$ cat config.mk
export PLATFORM = sky130hd
export DESIGN_NAME = cpu_core_mc
export DESIGN_NICKNAME = d
export VERILOG_FILES = /design/src/rtl/cpu_core_mc.sv
export SDC_FILE = /design/constraint.sdc
export NUM_CORES = 2
export LEC_CHECK = 0
export CAP_MARGIN = 5
export CORE_MARGIN = 10
export CORE_UTILIZATION = 39
export CTS_CLUSTER_DIAMETER = 80
export DETAILED_ROUTE_END_ITERATION = 10
export HOLD_SLACK_MARGIN = 0.12
export MAX_ROUTING_LAYER = met4
export SYNTH_ARGS = -nofsm -noshare
export SYNTH_HDL_FRONTEND = slang
export SYNTH_SLANG_ARGS = --single-unit
$ cat constraint.sdc
create_clock -name clk -period 11.7 [get_ports clk]
set_clock_uncertainty 0.2 [all_clocks]
set_input_delay 3.51 -clock clk [delete_from_list [all_inputs] [get_ports clk]]
set_output_delay 3.51 -clock clk [all_outputs]
set_load 0.02 [all_outputs]
$ cat src/rtl/cpu_core_mc.sv
// cpu_core_mc: multi-cycle 10-opcode CPU with req/ack memory port, parametrised data width
module cpu_core_mc #(
  parameter int BUSW = 32,
  parameter int MINDW = 12,
  parameter int RINDW = 4,
  parameter logic [MINDW-1:0] RESET_PC = '0
) (
  input  logic             clk,
  input  logic             rst_n,
  output logic             mem_req,
  output logic             mem_we,
  output logic [MINDW-1:0] mem_addr,
  output logic [BUSW-1:0]  mem_wdata,
  input  logic [BUSW-1:0]  mem_rdata,
  input  logic             mem_ack,
  output logic             halted,
  output logic             retire,
  output logic [MINDW-1:0] pc,
  output logic [4:0]       psr
);
  typedef enum logic [1:0] {FETCH, EXEC, MEM, HALT} state_t;
  localparam logic [3:0] OP_LD = 4'd1, OP_STR = 4'd2, OP_BRA = 4'd3, OP_XOR = 4'd4,
                         OP_ADD = 4'd5, OP_ROT = 4'd6, OP_SHF = 4'd7, OP_HLT = 4'd8,
                         OP_CMP = 4'd9;
  state_t state, nstate;
  logic [31:0] ir;
  logic [BUSW-1:0] regs [2**RINDW];
  logic [3:0] op, cc;
  logic [RINDW-1:0] si, di;
  logic [BUSW-1:0] imm, sv, dv, res, wdata;
  logic [4:0] cnt, mag;
  logic [BUSW:0] rx, rl, rr;
  logic cl, cr, cres, wr, fl, taken, req, we;
  logic [MINDW-1:0] addr;
  logic [7:0] cond;
  assign op = ir[31:28];
  assign cc = ir[27:24];
  assign si = ir[12+RINDW-1:12];
  assign di = ir[RINDW-1:0];
  assign imm = BUSW'(ir[23:12]);
  assign sv = ir[27] ? imm : regs[si];
  assign dv = regs[di];
  assign cnt = ir[16:12];
  assign mag = cnt[4] ? 5'd0 - cnt : cnt;
  // carry-out of a logical shift is the last bit pushed past the word boundary
  assign cl = |(dv & (BUSW'(1) << (BUSW - int'(mag))));
  assign cr = |(dv & (BUSW'(1) << (mag - 5'd1)));
  assign rx = {psr[0], dv};
  assign rl = (rx << mag) | (rx >> (BUSW + 1 - int'(mag)));
  assign rr = (rx >> mag) | (rx << (BUSW + 1 - int'(mag)));
  assign cond = {~psr[3], ~psr[0], psr[4], psr[3], psr[0], psr[2], psr[1], 1'b1};
  always_comb begin
    nstate = state;
    res = '0;
    cres = 1'b0;
    wr = 1'b0;
    fl = 1'b0;
    taken = 1'b0;
    retire = 1'b0;
    req = 1'b0;
    we = 1'b0;
    addr = '0;
    wdata = '0;
    case (state)
      FETCH: begin
        req = 1'b1;
        addr = pc;
        nstate = mem_ack ? EXEC : FETCH;
      end
      EXEC: begin
        retire = 1'b1;
        nstate = FETCH;
        case (op)
          OP_LD: begin
            res = sv;
            wr = ir[27];
            fl = ir[27];
            retire = ir[27];
            nstate = ir[27] ? FETCH : MEM;
          end
          OP_STR: begin
            retire = 1'b0;
            nstate = MEM;
          end
          OP_BRA: taken = ~cc[3] & cond[cc[2:0]];
          OP_XOR: {wr, fl, res} = {2'b11, dv ^ sv};
          OP_ADD: {wr, fl, cres, res} = {2'b11, {1'b0, dv} + {1'b0, sv}};
          OP_CMP: {wr, fl, res} = {2'b11, ~sv};
          OP_SHF: begin
            {wr, fl} = 2'b11;
            res = cnt == 5'd0 ? dv : cnt[4] ? dv >> mag : dv << mag;
            cres = cnt == 5'd0 ? 1'b0 : cnt[4] ? cr : cl;
          end
          OP_ROT: {wr, fl, cres, res} = {2'b11, cnt == 5'd0 ? rx : cnt[4] ? rr : rl};
          OP_HLT: nstate = HALT;
          default: ;
        endcase
      end
      MEM: begin
        req = 1'b1;
        we = op == OP_STR;
        addr = we ? ir[MINDW-1:0] : ir[12+MINDW-1:12];
        wdata = sv;
        if (mem_ack) begin
          retire = 1'b1;
          nstate = FETCH;
          res = we ? sv : mem_rdata;
          wr = ~we;
          fl = 1'b1;
        end
      end
      default: ;
    endcase
  end
  // reset forces the port quiet at once, even though the state register restarts in FETCH
  assign mem_req = rst_n & req;
  assign mem_we = rst_n & we;
  assign mem_addr = rst_n ? addr : '0;
  assign mem_wdata = rst_n ? wdata : '0;
  assign halted = state == HALT || (state == EXEC && op == OP_HLT);
  always_ff @(posedge clk or negedge rst_n) begin
    if (!rst_n) begin
      state <= FETCH;
      ir <= '0;
      pc <= RESET_PC;
      psr <= '0;
      for (int i = 0; i < 2**RINDW; i++) regs[i] <= '0;
    end else begin
      state <= nstate;
      if (state == FETCH && mem_ack) ir <= mem_rdata[31:0];
      if (wr) regs[di] <= res;
      if (fl) psr <= {res == '0, res[BUSW-1], ~res[0], ^res, cres};
      if (retire) pc <= taken ? ir[MINDW-1:0] : pc + MINDW'(1);
    end
  end
endmodule

==> flow_summary.toml <==
[timing]
rsz0062_at_grt = "no"
setup_tns_ns = 0
maxSlewViolCount = 0
period_share_pct = 81.5
tightest_slew_ns = 1.35
hold_viol = 0
layout_min_cycle_time_ns = 9.54
slew_headroom_pct = 8.51
finalSetupViolCount = 0
max_freq_mhz = 105

[layout]
final_common_cell = "nand2_1"
num-nets-final = 4541
seqCellArea_sq_mm = 0.0141
multi_input_area_sq_mm = 0.0272
fillers = 10515
layout-area-overhead-vs-synth_pct = 12.6
layout_common_cells = "628 x nand2_1, 557 x dfrtp_1, 457 x o21ai_0"
layout-drive-gt1-share_pct = 21.8

[power]
p_int_mw = 6.72
ir_worst_vdd_mv = 0.217
seq_power_share_pct = 14.8
p_sw_mw = 9.52
pwr-share-clk_pct = 13.8
power.leakage_nw = 19.8
cellPowerDensity_mw_per_mm2 = 335
finalPower_mw = 16.2
combPwrFrac_pct = 71.3
p_sw_share_pct = 58.6

[grt]
antenna_found_initial = 16
overflow = 0
grt-busiest-layer = "met2"
grt.met1_usage_pct = 48.7
grt_max_degree = 98
grt_pass1_wl_microns = 332000
use_met2_pct = 54.4
grt_pass1_vias = 39051
grt_use_total_pct = 38.6
use_met3_pct = 8.93

[critical_path]
worstSetupPathType = "primary input to output port"
required_ns = 7.99
cp-end-kind = "output port"
worstPathArrival_ns = 5.83
path_buf_inv = 4
worstPathMaxFanout = 19
critPathLaunchType = "primary input"
max_stage_delay_ns = 0.66
path_cells = "clkdlybuf4s50_1 -> nand2_1 -> o21ai_0 -> nand2_1 -> buf_4 -> inv_1 -> clkdlybuf4s50_1"
path_delay_family = "buffers and inverters"
crit_slowest_cell = "clkdlybuf4s50_1"

[detailed_routing]
drt_iter0_markers = 5893
routed_wl_microns = 241000
drcViolationCount = 0
wl_per_cell_microns = 40.2
drtAntennaViolNets = 0
vias = 41496
drt_first_pass_iters = 6
vias_per_cell = 6.93

[cts]
cts_setup_buffers = 0
cts_made_buffers = 67
cts_resized = 0
cts_hold_buf = 0
cts_max_level = 3
cts_tree = "yes"
cts_sinks = 563
cts_buffer_depth = 3
clk_pin_slew_ns = 0.05
clock_latency_ns = 0.66
cts-root-buf = "clkbuf_16"

[floorplan]
dieArea_sq_mm = 0.124
core_area_sq_mm = 0.109
initial_core_util_pct = 39.4
die_y_microns = 352
top_level_ports = 100
rows = 121
die_x_microns = 352

[status]
outcome = "finished, final reports clean"

[logic_synthesis]
synth_flop_cell = "dfrtp_1"
yosysWarningCount = 0
syn_area_sq_mm = 0.0430
synth_cell_types = 93
ys_seq_area_share_pct = 32.8
ys_async_sr_fraction_pct = 100
synth-seq-cells = 563
synthCells = 4468
synth_nets = 4561
synth_area_per_cell_sq_um = 9.62
synth_edf_count = 0

[run]
max_cap_viol_count = 0

[placement]
hpwl_microns = 180000
port_buffers = 99
gp_congestion = 1.07

[min_path]
hold_class = "register to register"
power groups by stage:
| stage | registers [mW] | clock network (mW) | logic, mW |
|---|---|---|---|
| detailed placement | 2.43 | 0 | 11.0 |
| floorplan | 2.25 | 0 | 6.15 |
| finish | 2.41 | 2.25 | 11.6 |
| global placement | 2.43 | 0 | 11.2 |
| global route | 2.43 | 2.36 | 11.6 |
| CTS | 2.40 | 2.28 | 11.0 |
through the flow:
stage,hold WS (ns),cell area [sq um],std cells,util (%),setup slack [ns]
global placement,0.274,46000,5855,42.1,2.29
finish,0.295,48400,5991,44.4,2.16
floorplan,0.260,43000,4468,-,2.29
CTS,0.298,48400,5976,44.3,2.23
global route,0.317,48400,5985,44.3,2.03
detailed placement,0.286,46000,5855,42.1,2.24
logic make-up (layout without fill, tap and decap cells):
| group | Yosys count | count (layout) | share of synthesized area (%) |
|---|---|---|---|
| other cells | 0 | 15 | 0 |
| mux | 758 | 758 | 26.9 |
| flops | 563 | 563 | 32.8 |
| buf+inv | 462 | 494 | 4.82 |
| simple gates | 1328 | 1328 | 13.7 |
| xor+xnor | 51 | 51 | 1.10 |
| compound gates | 1248 | 1248 | 18.9 |
| fa+ha+maj | 58 | 58 | 1.71 |
worst reg2reg max path: cells and delay by family (launching register included):
kind                       cells  cell delay (ns)
adders and majority gates      2             0.72
DFF                            1             0.99
xor gates and xnor gates       5             0.84
and+or+nand+nor                1             0.15
AOI/OAI and AO/OA             11             3.45
muxes                          2             0.82
buffers and inverters          3             1.62
registers in the layout, summed over array words and instances, names as in the netlist:
signal  flops
regs      512
state       2
psr         5
ir         32
pc         12
cell type report:
| class | count | area share [%] |
|---|---|---|
| well taps | 1476 | 3.81 |
| multi-input cells | 3443 | 56.1 |
| inverters | 61 | 0.483 |
| flip-flops and latches | 563 | 29.1 |
| clock buffers | 94 | 4.07 |
| repair buffers | 312 | 5.46 |
| clock inverters | 27 | 0.866 |
| diodes | 15 | 0.0775 |
path summary, 6_finish.rpt:
check	from	endpoint	slack, ns	cells past startpoint
max	mem_ack	retire	2.16	7
min	regs[444]	regs[444]	0.29	2
max reg2reg	ir[12]	psr[1]	2.73	24
min reg2reg	regs[444]	regs[444]	0.29	2
max in group asynchronous	rst_n	regs[215]	5.97	4
min in group asynchronous	rst_n	regs[411]	2.54	1
routing by layer:
| layer | share of wire, % | routed length (microns) |
|---|---|---|
| met2 | 42 | 102000 |
| met4 | 8.6 | 20600 |
| met5 | 0 | 0 |
| met3 | 10 | 24100 |
| met1 | 39 | 94000 |
Yosys cell counts (15+ instances only):
| cell | n | area share, % |
|---|---|---|
| nand2_1 | 640 | 5.6 |
| dfrtp_1 | 563 | 33 |
| o21ai_0 | 462 | 5.4 |
| mux4_2 | 294 | 15 |
| nor2_1 | 270 | 2.4 |
| clkbuf_1 | 268 | 2.3 |
| mux2_2 | 239 | 6.3 |
| mux2i_1 | 219 | 5.1 |
| a21oi_1 | 147 | 1.7 |
| nand3_1 | 85 | 0.99 |
| nor3_1 | 83 | 0.97 |
| o31ai_1 | 63 | 1.1 |
| o22ai_1 | 60 | 0.87 |
| ha_1 | 57 | 1.7 |
| a22oi_1 | 56 | 0.98 |
| buf_2 | 55 | 0.64 |
| inv_1 | 53 | 0.46 |
| a31oi_1 | 48 | 0.70 |
| a211oi_1 | 40 | 0.70 |
| xnor2_1 | 40 | 0.81 |
| o211ai_1 | 39 | 0.68 |
| a221oi_1 | 38 | 0.77 |
| and3_1 | 33 | 0.48 |
| nand4_1 | 32 | 0.47 |
| a22o_1 | 30 | 0.61 |
| nor4_1 | 30 | 0.44 |
| buf_1 | 29 | 0.25 |
| and2_1 | 27 | 0.39 |
| buf_4 | 26 | 0.45 |
| or2_2 | 25 | 0.36 |
| a21o_1 | 23 | 0.40 |
| buf_6 | 23 | 0.60 |
| or3_1 | 23 | 0.33 |
| o221ai_1 | 21 | 0.43 |
| nor2b_1 | 20 | 0.29 |
| a2111oi_0 | 19 | 0.39 |
| nand2b_1 | 18 | 0.26 |
| o21ai_1 | 17 | 0.20 |
| a211o_1 | 15 | 0.31 |
| a32oi_1 | 15 | 0.31 |
| o2111ai_1 | 15 | 0.31 |
(Power assumes the default switching activity.)
